**src/rtl/pkt_ingress_arbiter.sv**
```systemverilog
// rtl/pkt_ingress_arbiter.sv - round-robin, packet-locked arbiter onto the parser input
//
// Ports:
//   clk, rst          clock (rising edge), asynchronous active-high reset
//   req_valid/ready   per-source handshake, N bits
//   req_data          N packed 32-bit source words, source i at [32*i +: 32]
//   parser_data_out   granted source word towards the parser
//   parser_valid_out  granted source valid towards the parser
//   parser_ready_in   parser ready
//   fifo_almost_full  blocks the start of a new packet
//   grant_id          current/last granted source
//   busy              packet in progress
//   pkt_done          one-cycle pulse after the last word of a packet
//   pkt_cnt           completed packet count, wraps
module pkt_ingress_arbiter #(
   parameter int N         = 4,
   parameter int PKT_WORDS = 24,
   parameter int GW        = $clog2(N)
) (
   input  logic            clk,
   input  logic            rst,
   input  logic [N-1:0]    req_valid,
   input  logic [N*32-1:0] req_data,
   output logic [N-1:0]    req_ready,
   output logic [31:0]     parser_data_out,
   output logic            parser_valid_out,
   input  logic            parser_ready_in,
   input  logic            fifo_almost_full,
   output logic [GW-1:0]   grant_id,
   output logic            busy,
   output logic            pkt_done,
   output logic [15:0]     pkt_cnt
);

   localparam int CW = $clog2(PKT_WORDS + 1);

   typedef enum logic {IDLE, XFER} state_t;

   state_t          state;
   logic [CW-1:0]   word_cnt;
   logic [GW-1:0]   next_grant;
   logic [GW-1:0]   cand;
   logic            found;
   logic [31:0]     sel_data;
   logic            sel_valid;
   logic            xfer;
   logic            last_word;

   // Round-robin search starting one past the last grant, wrapping modulo N.
   always_comb begin
      next_grant = grant_id;
      found      = 1'b0;
      cand       = '0;
      for (int k = 1; k <= N; k++) begin
         cand = GW'((int'(grant_id) + k) % N);
         if (!found && req_valid[cand]) begin
            next_grant = cand;
            found      = 1'b1;
         end
      end
   end

   // Granted source word/valid mux.
   always_comb begin
      sel_data  = '0;
      sel_valid = 1'b0;
      for (int i = 0; i < N; i++) begin
         if (grant_id == GW'(i)) begin
            sel_data  = req_data[32*i +: 32];
            sel_valid = req_valid[i];
         end
      end
   end

   assign xfer      = (state == XFER) && sel_valid && parser_ready_in;
   assign last_word = (word_cnt == CW'(PKT_WORDS - 1));
   assign busy      = (state == XFER);

   // Pass-through only while a packet is locked; valid never depends on parser ready.
   always_comb begin
      req_ready        = '0;
      parser_valid_out = 1'b0;
      parser_data_out  = '0;
      if (!rst && state == XFER) begin
         parser_data_out     = sel_data;
         parser_valid_out    = sel_valid;
         req_ready[grant_id] = parser_ready_in;
      end
   end

   always_ff @(posedge clk or posedge rst) begin
      if (rst) begin
         state    <= IDLE;
         grant_id <= GW'(N - 1);
         word_cnt <= '0;
         pkt_done <= 1'b0;
         pkt_cnt  <= '0;
      end else begin
         pkt_done <= 1'b0;
         case (state)
            IDLE: begin
               if (|req_valid && !fifo_almost_full) begin
                  grant_id <= next_grant;
                  state    <= XFER;
               end
            end
            XFER: begin
               // Almost-full and other requesters are ignored until the packet ends.
               if (xfer) begin
                  if (last_word) begin
                     word_cnt <= '0;
                     state    <= IDLE;
                     pkt_done <= 1'b1;
                     pkt_cnt  <= pkt_cnt + 16'd1;
                  end else begin
                     word_cnt <= word_cnt + CW'(1);
                  end
               end
            end
            default: state <= IDLE;
         endcase
      end
   end

endmodule

```
**config.mk**
```make
export PLATFORM = sky130hd
export DESIGN_NAME = pkt_ingress_arbiter
export DESIGN_NICKNAME = d
export VERILOG_FILES = /design/src/rtl/pkt_ingress_arbiter.sv
export SDC_FILE = /design/constraint.sdc
export NUM_CORES = 1
export LEC_CHECK = 0
export BUFFER_PORTS_ARGS = -buffer_cell sky130_fd_sc_hd__clkbuf_2
export CAP_MARGIN = 40
export CORE_ASPECT_RATIO = 0.7
export CORE_MARGIN = 1
export CORE_UTILIZATION = 45
export CTS_CLUSTER_SIZE = 30
export DETAILED_ROUTE_END_ITERATION = 10
export PLACE_DENSITY_LB_ADDON = 0.1
export SYNTH_ARGS = -nofsm -noshare
export SYNTH_HDL_FRONTEND = slang
export SYNTH_SLANG_ARGS = --single-unit
```
**constraint.sdc**
```tcl
create_clock -name clk -period 4 [get_ports clk]
set_clock_uncertainty 0.15 [all_clocks]
set_input_delay 0.6 -clock clk [delete_from_list [all_inputs] [get_ports clk]]
set_output_delay 0.6 -clock clk [all_outputs]
set_load 0.02 [all_outputs]
```
---- Yosys cells after proc, flatten, opt, wreduce, memory -nomap -nowiden ----
Cells that the tools add are included.
operators by class
  add/subtract/negate cells ............... 6
  $lt $le $gt $ge ......................... 6
  equality and inequality tests ........... 4
  muxes and demuxes ....................... 36
  bitwise operators ....................... 2
  reductions and logical operators ........ 19
operators by type and width
  kind                                                  number
  two-way mux 32 bit                                    5
  two-way mux 1 bit                                     19
  adder 16 x 1 -> 16 bit (second input constant)        1
  < comparator 2 x 3 -> 1 bit (second input constant)   5
  binary-select mux 1 bit (select 2 bit)                4
  logical AND 1 bit                                     8
  two-way mux 2 bit                                     4
  AND reduction 3 bit                                   2
  adder 5 x 1 -> 5 bit (second input constant)          1
  equality test 5 bit (second input constant)           1
  logical NOT 1 bit                                     5
  two-way mux 5 bit                                     1
  adder 2 x 1 -> 2 bit (second input constant)          2
  adder 2 bit (second input constant)                   2
  bitwise AND 4 bit                                     1
  equality test 2 bit (second input constant)           2
  two-way mux 4 bit                                     1
  nonzero test 4 bit                                    1
  OR reduction 4 bit                                    1
  demux 1 bit (select 2 bit)                            1
  equality test 2 x 1 -> 1 bit (second input constant)  1
  >= comparator 2 x 1 -> 1 bit (second input constant)  1
  logical NOT 2 bit                                     1
  one-hot mux 1 bit (2 select lines)                    1
  2 further kinds                                       2
storage, ports and cells
  register bits after elaboration ......... 25
  output and inout bits ................... 57

---- Longest topological paths before layout ----
Gate-level depths: netlist (run 1).
  depth in word-level cells ............... 14
  mapped depth ............................ 10
  mapped depth without buffers ............ 7

---- Worst setup path after synthesis (run 1) ----
No wires, ideal clock.
  path type ............................... flip-flop to output port
  from .................................... register grant_id[0]
  to ...................................... output parser_valid_out
  arrival ................................. 2,144 ps
  data required time ...................... 3,250 ps
  path slack .............................. 1,106 ps
  cell stages (with the launch flop) ...... 9
  path buffers ............................ 3
  cells stage by stage .................... dfstp_2 > buf_2 > inv_1 > ha_1 > clkbuf_1 > buf_1 > a221oi_1 > a21oi_1 > nor2_1
between the ends
  word-level cells in the longest chain between the ends .. 6
ends and longest elaborated chain
  what                             line  source
  start, declared                  29    output logic [GW-1:0] grant_id,
  start signal, assigned           94    grant_id <= GW'(N - 1);
  start signal, assigned           103   grant_id <= next_grant;
  logical NOT 2 bit                68    if (grant_id == GW'(i)) begin
  two-way mux 1 bit (3 in series)  68
  two-way mux 1 bit (*)            68
  two-way mux 1 bit (*)            84    if (!rst && state == XFER) begin
  end, declared                    26    output logic parser_valid_out,
Every way passes the cells marked *; elsewhere a longest branch is shown, timed or not.

---- Final worst setup path (run 1) ----
  from .................................... register grant_id[1]
  to ...................................... output parser_data_out[15]
between the ends
  word-level cells in the longest chain between the ends .. 6
ends and longest elaborated chain
  what                              line  source
  logical NOT 2 bit                 68
  two-way mux 32 bit (3 in series)  68
  two-way mux 32 bit (*)            68
  two-way mux 32 bit (*)            84
  end, declared                     25    output logic [31:0] parser_data_out,
Marks and branches as above.

==> impl_metrics.json, run 1 <==
{
  "switching_share": 0.5154,
  "die_area_mm2": 0.006404,
  "design.core.area_mm2": 0.005784,
  "wl_um": 8791,
  "cp_common_cell": "a21oi_1",
  "ys_ff_latch": 25,
  "drc": 0,
  "path_cells": "ha_2 > buf_4 > a21oi_1 > a21oi_1 > o21ai_0 > and2_1 > clkbuf_2",
  "clock-root-buffer": "clkbuf_8",
  "cts.sinks": 25,
  "reg2reg_from": "grant_id[0]",
  "synth-edff-count": 0,
  "grt_max_degree": 50,
  "dpl.hpwl_um": 6826,
  "fmax_mhz": 289.0,
  "synth_cell_types": 47,
  "clk_pin_slew_worst_paths_ns": 0.08,
  "synthCells": 397,
  "grt-ovfl-total": 0,
  "htree_levels": 1,
  "avgSynthCellArea_um2": 6.896,
  "crit_buf_inv": 2,
  "fin_crit_sh": 0.8650,
  "grt_pass1_vias": 2789,
  "mostFrequentLayoutCells": "clkbuf_2 (192), nand2_1 (71), a21oi_1 (69)",
  "p_comb_frac": 0.764,
  "final_cell_count_no_fill": 641,
  "final_layout_size_suffix_gt1_frac": 0.3834,
  "power.share.clock": 0.068,
  "cp-start-kind": "flop",
  "clk_path_buf_depth": 2,
  "ys.warnings.count": 0,
  "min_period_ns": 3.460,
  "holdBufCountCts": 0,
  "areaGrowthSynthToFinish_pct": 38.03,
  "p_per_area_mw_per_mm2": 577.2,
  "wl_per_cell_um": 13.71,
  "firstDrtPassIters": 4,
  "cts_tree": "yes",
  "ios": 193,
  "critical-path-top-delay-family": "adder cells",
  "cpPeakStageDelay_ns": 0.82,
  "num_vias": 3380,
  "slowest_stage": "ha_2",
  "detail_route.iter0.violations": 121,
  "ys_seq_area_frac": 0.2294,
  "end_kind": "output port",
  "worstReg2RegEnd": "word_cnt[3]",
  "cts_resized": 0,
  "rows": 23,
  "initial_utilization": 0.4733,
  "fin_tns_setup_ns": 0,
  "holdCritPathClass": "primary input to asynchronous set/reset pin",
  "slew_headroom": 0.3855,
  "synth_ff_type": "dfrtp_1",
  "diodes": 0,
  "place_inst": 637,
  "worst-setup-path-type": "flop to output port",
  "layout_commonest_cell": "clkbuf_2",
  "layout.nets": 709,
  "post_cts_buffers": 0,
  "antenna_left": 0,
  "via_per_inst": 5.273,
  "cp.arrival_ns": 2.71,
  "cp.required_ns": 3.25,
  "grtUsageTotal": 0.2513,
  "grt_pass1_wl_um": 12660,
  "p_leak_uw": 0.001901,
  "status": "completed",
  "die_h_um": 67.26,
  "ir_worst_vdd_uv": 299.0,
  "rrSetupSlack_ns": 1.03,
  "power.net_switching_uw": 1124,
  "finalHoldViolCount": 0,
  "worst-path-max-fanout": 49,
  "io_buffers": 192,
  "p_int_uw": 1057,
  "tightest_slew_ns": 0.9217,
  "synth_area_mm2": 0.002738,
  "worstRegToRegCells": 7,
  "async_flop_share": 1.000,
  "maxCapViolCount": 0,
  "syn_nets": 539,
  "setup_viol_count_final": 0,
  "grt_setup_unrepaired": "false",
  "dieWidth_um": 95.23,
  "cts_buffers": 3,
  "grt_antenna_before_repair": 0,
  "gp_congestion": 0.9060,
  "slew_violations": 0,
  "clkLatencyLatePin_ns": 0.26,
  "pwr-share-seq": 0.167
}
worst reg2reg max path, stage by stage (launching register included):
cell and delay [ns]:
dfstp_2 0.71, ha_2 0.51, buf_4 0.46, nor2b_1 0.29
nor3_4 0.06, and2_1 0.23, nand4_1 0.13, mux2_1 0.32
synthesized netlist by cell type, types with 2 or more instances:
library cell  number  area (µm²)
buf_2              7       35.03
dfstp_2            2       52.55
xor2_1             6       52.55
mux2i_1            2       20.02
a21oi_1           69       345.3
buf_1              3       11.26
nand2_1           71       266.5
and2_1            33       206.5
nand3b_1          34       255.2
o21ai_0           32       160.2
nor3_1             7       35.03
o221ai_1           2       17.52
nand4_1            5       31.28
dfrtp_1           23       575.6
mux2_1             3       33.78
inv_1              8       30.03
nand3_1            6       30.03
nor2b_1            4       25.02
clkbuf_1          22       82.58
a221oi_1           2       17.52
nor2_1            12       45.04
and3_1             5       31.28
xnor2_1           10       87.58
ha_1               6       75.07
worst max-delay path by stage:
stage                 from             endpoint  slack, ns  cells after the start
2_1_floorplan  grant_id[0]     parser_valid_out       1.11                      8
3_3_place_gp   grant_id[1]  parser_data_out[24]       0.83                      9
3_5_place_dp   grant_id[1]  parser_data_out[15]       0.86                      7
4_1_cts        grant_id[1]  parser_data_out[15]       0.56                      7
5_1_grt        grant_id[1]  parser_data_out[14]       0.37                      7
6_report       grant_id[1]  parser_data_out[15]       0.54                      7
layer usage:
| layer | wire, µm | global-route usage | up-vias |
|---|---|---|---|
| met5 | 0 | 0 | - |
| met4 | 14 | 0.01894 | 0 |
| met3 | 726 | 0.05293 | 2 |
| met2 | 4391 | 0.4554 | 128 |
| met1 | 3660 | 0.3203 | 1542 |
| li1 | - | - | 1708 |
stage by stage:
| stage | area (µm²) | hold WS (ns) | worst slack (ns) | total power (µW) | utilization |
|---|---|---|---|---|---|
| finish | 3779 | 0.2707 | 0.5400 | 2181 | 0.6533 |
| detailed placement | 3734 | 0.3125 | 0.8634 | 2037 | 0.6455 |
| floorplan | 2738 | 0.3284 | 1.106 | 1573 | - |
| global route | 3779 | 0.3201 | 0.3691 | 2399 | 0.6533 |
| CTS | 3779 | 0.2709 | 0.5635 | 2190 | 0.6533 |
| global placement | 3719 | 0.3061 | 0.8305 | 1974 | 0.6429 |
area by class of cell:
cell class | instances | area [µm²]
Multi-Input combinational cell | 330 | 1948
Sequential cell | 25 | 628.1
Fill cell | 532 | 2006
Inverter | 8 | 30.03
Timing Repair Buffer | 199 | 1033
Clock buffer | 4 | 45.04
Tap cell | 75 | 93.84
power by group through the flow:
stage | clock [µW] | combinational (µW) | sequential (µW)
after floorplan | 0 | 1210 | 362
after CTS | 152 | 1670 | 364
after detailed placement | 0 | 1670 | 368
after global routing | 162 | 1860 | 374
after global placement | 0 | 1610 | 363
final | 149 | 1670 | 365
kinds of logic after synthesis:
| family | synth area share |
|---|---|
| simple gates | 0.3798 |
| compound gates | 0.2203 |
| buf+inv | 0.06261 |
| flops | 0.2294 |
| xor+xnor | 0.05119 |
| mux | 0.02925 |
| fa+ha+maj | 0.02742 |
flip-flops by register name, summed over array words and instances (netlist names):
signal    cells
busy          1
pkt_cnt      16
word_cnt      5
pkt_done      1
grant_id      2
(Power assumes the default switching activity.)
==> run 2: changes to the inputs <==
MAX_ROUTING_LAYER = met4   (was unset)
==> impl_metrics.json, run 2 (same netlist as run 1, synthesis figures left out) <==
{
  "place_inst": 637,
  "die_h_um": 67.26,
  "cts_tree": "yes",
  "min_period_ns": 3.457,
  "slew_headroom": 0.3855,
  "p_leak_uw": 0.001901,
  "ir_worst_vdd_uv": 300.2,
  "rows": 23,
  "top_regs": "pkt_cnt (16), word_cnt (5), grant_id (2)",
  "post_cts_buffers": 0,
  "initial_utilization": 0.4733,
  "tightest_slew_ns": 0.9217,
  "firstDrtPassIters": 5,
  "path_cells": "ha_2 > buf_4 > a21oi_1 > a21oi_1 > o21ai_0 > and2_1 > clkbuf_2",
  "cts_buffers": 3,
  "finalHoldViolCount": 0,
  "grt_max_degree": 50,
  "clk_path_buf_depth": 2,
  "ios": 193,
  "die_area_mm2": 0.006404,
  "cpPeakStageDelay_ns": 0.82,
  "final.fill_count": 532,
  "cp.depth": 7,
  "cp_common_cell": "a21oi_1",
  "antenna_left": 0,
  "areaGrowthSynthToFinish_pct": 38.03,
  "wl_per_cell_um": 13.75,
  "grt_antenna_before_repair": 0,
  "grt-ovfl-total": 0,
  "io_buffers": 192,
  "grtUsageTotal": 0.2589,
  "worstReg2RegEnd": "word_cnt[3]",
  "fin_crit_sh": 0.8642,
  "grt_pass1_wl_um": 12660,
  "critical-path-top-delay-family": "adder cells",
  "grt_pass1_vias": 2787,
  "wl_met3_um": 703,
  "layout.nets": 709,
  "largest_reg_flops": 16,
  "maxCapViolCount": 0,
  "via_per_inst": 5.317,
  "cp.required_ns": 3.25,
  "crit_buf_inv": 2,
  "top_layer": "met4",
  "mostFrequentLayoutCells": "clkbuf_2 (192), nand2_1 (71), a21oi_1 (69)",
  "slowest_stage": "ha_2",
  "clock-root-buffer": "clkbuf_8",
  "worstRegToRegCells": 7,
  "cp-start-kind": "flop",
  "drc": 0,
  "setup_viol_count_final": 0,
  "worst-setup-path-type": "flop to output port",
  "dpl.hpwl_um": 6826,
  "crit_path_start": "grant_id[1]",
  "slew_violations": 0,
  "final_layout_size_suffix_gt1_frac": 0.3834,
  "holdCritPathClass": "primary input to asynchronous set/reset pin",
  "clk_pin_slew_worst_paths_ns": 0.09,
  "wl_um": 8815,
  "cts.sinks": 25,
  "layout_commonest_cell": "clkbuf_2",
  "p_per_area_mw_per_mm2": 578.2,
  "cts_resized": 0,
  "gp_congestion": 0.9216,
  "reg2reg_from": "grant_id[0]",
  "holdBufCountCts": 0,
  "drt-met1-wl_um": 3714,
  "dieWidth_um": 95.23,
  "wl_met2_um": 4383,
  "fin_tns_setup_ns": 0,
  "cp.arrival_ns": 2.71,
  "end_kind": "output port",
  "cp-endpoint": "parser_data_out[15]",
  "num_vias": 3408,
  "final_cell_count_no_fill": 641,
  "diodes": 0,
  "status": "completed",
  "clkLatencyLatePin_ns": 0.27,
  "detail_route.iter0.violations": 117,
  "fmax_mhz": 289.3,
  "grt_setup_unrepaired": "false",
  "htree_levels": 1,
  "design.core.area_mm2": 0.005784,
  "rrSetupSlack_ns": 1.03,
  "worst-path-max-fanout": 49,
  "regMostFlops": "pkt_cnt"
}
==> run 2: metrics by stage <==
step                utilization  hold slack, ns  area, µm²  power [µW]  setup WS (ns)
floorplan                     -          0.3284       2738        1573          1.106
global placement         0.6429          0.3061       3719        1974         0.8305
detailed placement       0.6455          0.3125       3734        2037         0.8634
CTS                      0.6533          0.2709       3779        2190         0.5635
global route             0.6533          0.3201       3779        2399         0.3691
finish                   0.6533          0.2616       3779        2185         0.5434
==> run 2: worst min path at each step <==
stage | start | end | slack, ns | cells past startpoint
final | rst | pkt_cnt[8] | 0.26 | 3
after global routing | rst | pkt_cnt[12] | 0.32 | 3
after CTS | rst | pkt_cnt[10] | 0.27 | 3
after detailed placement | pkt_cnt[15] | pkt_cnt[15] | 0.31 | 1
after global placement | pkt_cnt[15] | pkt_cnt[15] | 0.31 | 1
after floorplan | word_cnt[2] | word_cnt[2] | 0.33 | 1
==> run 2: per-layer routing <==
metal  up-vias  GRT usage
li1       1709          -
met1      1565     0.3217
met2       132     0.4554
met3         2    0.05068
met4         0    0.01894
met5         -          -
==> run 2: area by class of cell <==
type / instances / area (µm²) / share of cell area
multi-input cells: 330 / 1948 / 0.5156
repair buffers: 199 / 1033 / 0.2735
flip-flops and latches: 25 / 628.1 / 0.1662
well taps: 75 / 93.84 / 0.02483
clock buffers: 4 / 45.04 / 0.01192
inverters: 8 / 30.03 / 0.007947
==> run 2: report_power, final <==
group          internal [µW]  switching [µW]  leakage, µW
logic                    685             985      0.00156
clock network           71.2            78.5    0.0000228
registers                301            63.9     0.000318
total                   1060            1130      0.00190
==> run 2: tightest hold or removal path: cells and delay by family <==
family	cells	cell delay (ns)
buffers and inverters	3	0.48
==> run 3: changes to the inputs <==
CORE_ASPECT_RATIO = 0.5   (was 0.7)
CORE_UTILIZATION = 43   (was 45)
==> impl_metrics.json, run 3 (same netlist as run 1, synthesis figures left out) <==
{
  "initial_utilization": 0.4484,
  "fin_crit_sh": 0.8631,
  "design.core.area_mm2": 0.006106,
  "worst-path-max-fanout": 42,
  "grt_setup_unrepaired": "false",
  "antenna_left": 0,
  "holdCritPathClass": "primary input to asynchronous set/reset pin",
  "cts.sinks": 25,
  "wl_per_cell_um": 12.67,
  "p_per_area_mw_per_mm2": 578.6,
  "cp.required_ns": 3.25,
  "min_period_ns": 3.452,
  "grt_pass1_vias": 2768,
  "status": "completed",
  "dieWidth_um": 114.8,
  "tightest_slew_ns": 0.6085,
  "diodes": 0,
  "p_leak_uw": 0.001916,
  "die_h_um": 58.42,
  "cp-start-kind": "flop",
  "clk_pin_slew_worst_paths_ns": 0.07,
  "clock-root-buffer": "clkbuf_16",
  "rows": 20,
  "cp.arrival_ns": 2.70,
  "cts_resized": 0,
  "cpPeakStageDelay_ns": 0.70,
  "top_regs": "pkt_cnt (16), word_cnt (5), grant_id (2)",
  "gp_congestion": 0.9237,
  "drc": 0,
  "areaGrowthSynthToFinish_pct": 39.99,
  "die_area_mm2": 0.006709,
  "via_per_inst": 4.959,
  "detail_route.iter0.violations": 219,
  "cts_tree": "yes",
  "grt_max_degree": 43,
  "ios": 193,
  "htree_levels": 1,
  "slew_violations": 0,
  "final.fill_count": 606,
  "maxCapViolCount": 0,
  "holdBufCountCts": 0,
  "layout_commonest_cell": "clkbuf_2",
  "clk_path_buf_depth": 2,
  "slowest_stage": "dfstp_2",
  "dpl.hpwl_um": 6270,
  "mostFrequentLayoutCells": "clkbuf_2 (192), nand2_1 (71), a21oi_1 (69)",
  "clkLatencyLatePin_ns": 0.26,
  "worst-setup-path-type": "flop to output port",
  "finalHoldViolCount": 0,
  "grtUsageTotal": 0.2372,
  "setup_viol_count_final": 0,
  "fin_tns_setup_ns": 0,
  "io_buffers": 192,
  "path_cells": "ha_2 > buf_4 > a21oi_1 > a221oi_1 > a21oi_1 > nor2_1 > clkbuf_2",
  "post_cts_buffers": 0,
  "largest_reg_flops": 16,
  "grt_antenna_before_repair": 0,
  "cts_buffers": 3,
  "fmax_mhz": 289.6,
  "final_layout_size_suffix_gt1_frac": 0.3852,
  "slew_headroom": 0.5944,
  "grt-ovfl-total": 0,
  "regMostFlops": "pkt_cnt",
  "cp_common_cell": "a21oi_1",
  "end_kind": "output port",
  "wl_um": 8285,
  "total_power_uw": 2217,
  "num_vias": 3243,
  "grt_pass1_wl_um": 12630,
  "ir_worst_vdd_uv": 263.5,
  "firstDrtPassIters": 4,
  "layout.nets": 709
}
-- run 3: changes by cell type in the layout (fill, tap and decap cells not counted), sizes merged --
| cell | delta |
|---|---|
| clkinvlp | +1 |
| clkbuf | -1 |
-- run 3: worst paths after layout --
| check | startpoint | endpoint | slack, ns | cells after the start |
|---|---|---|---|---|
| max in group asynchronous | rst | grant_id[1] | 3.14 | 3 |
| min in group clk | pkt_cnt[15] | pkt_cnt[15] | 0.34 | 1 |
| worst min register to register | pkt_cnt[15] | pkt_cnt[15] | 0.34 | 1 |
| worst max-delay path | grant_id[0] | parser_valid_out | 0.55 | 7 |
| worst min-delay path | rst | pkt_cnt[0] | 0.28 | 3 |
| worst max register to register | grant_id[0] | word_cnt[3] | 0.96 | 7 |
-- run 3: critical path, delay by kind of cell, from the launching register on --
kind	cells	cell delay (ns)
AO/OA/AOI/OAI	3	0.48
buffers and inverters	2	0.52
flip-flops	1	0.70
adder cells (fa/ha/maj)	1	0.62
AND/OR/NAND/NOR	1	0.10
-- run 3: area by class of cell --
class	count	area (µm²)	share of cell area
clock buffer	3	75.07	0.01959
inverter	8	30.03	0.007835
sequential	25	628.1	0.1639
clock inverter	1	7.507	0.001959
multi-input combinational	330	1948	0.5083
timing repair buffer	199	1033	0.2697
tap	88	110.1	0.02873
-- run 3: report_power, final --
group	internal, µW	total, µW	leakage, µW	switching, µW
combinational	681	1630	0.00156	951
sequential	302	363	0.000318	61.1
clock	136	223	0.0000371	87.1
total	1120	2220	0.00192	1100
-- run 3: routing by layer --
layer,vias to the layer above,track usage,share of wire
met3,6,0.02060,0.041
met2,71,0.4372,0.50
met4,0,0.04824,0.0072
met1,1457,0.2882,0.45
li1,1709,-,-
met5,-,-,0
-- run 3: stage by stage --
step           setup WS [ns]  cell area [µm²]  instances  hold WS (ns)  utilization
5_1_grt               0.2658             3832        654        0.3250       0.6277
3_3_place_gp          0.8106             3735        649        0.3091       0.6117
3_5_place_dp          0.8263             3750        650        0.3275       0.6141
6_report              0.5475             3832        654        0.2772       0.6277
2_1_floorplan          1.106             2738        397        0.3284            -
4_1_cts               0.5383             3832        654        0.2888       0.6277
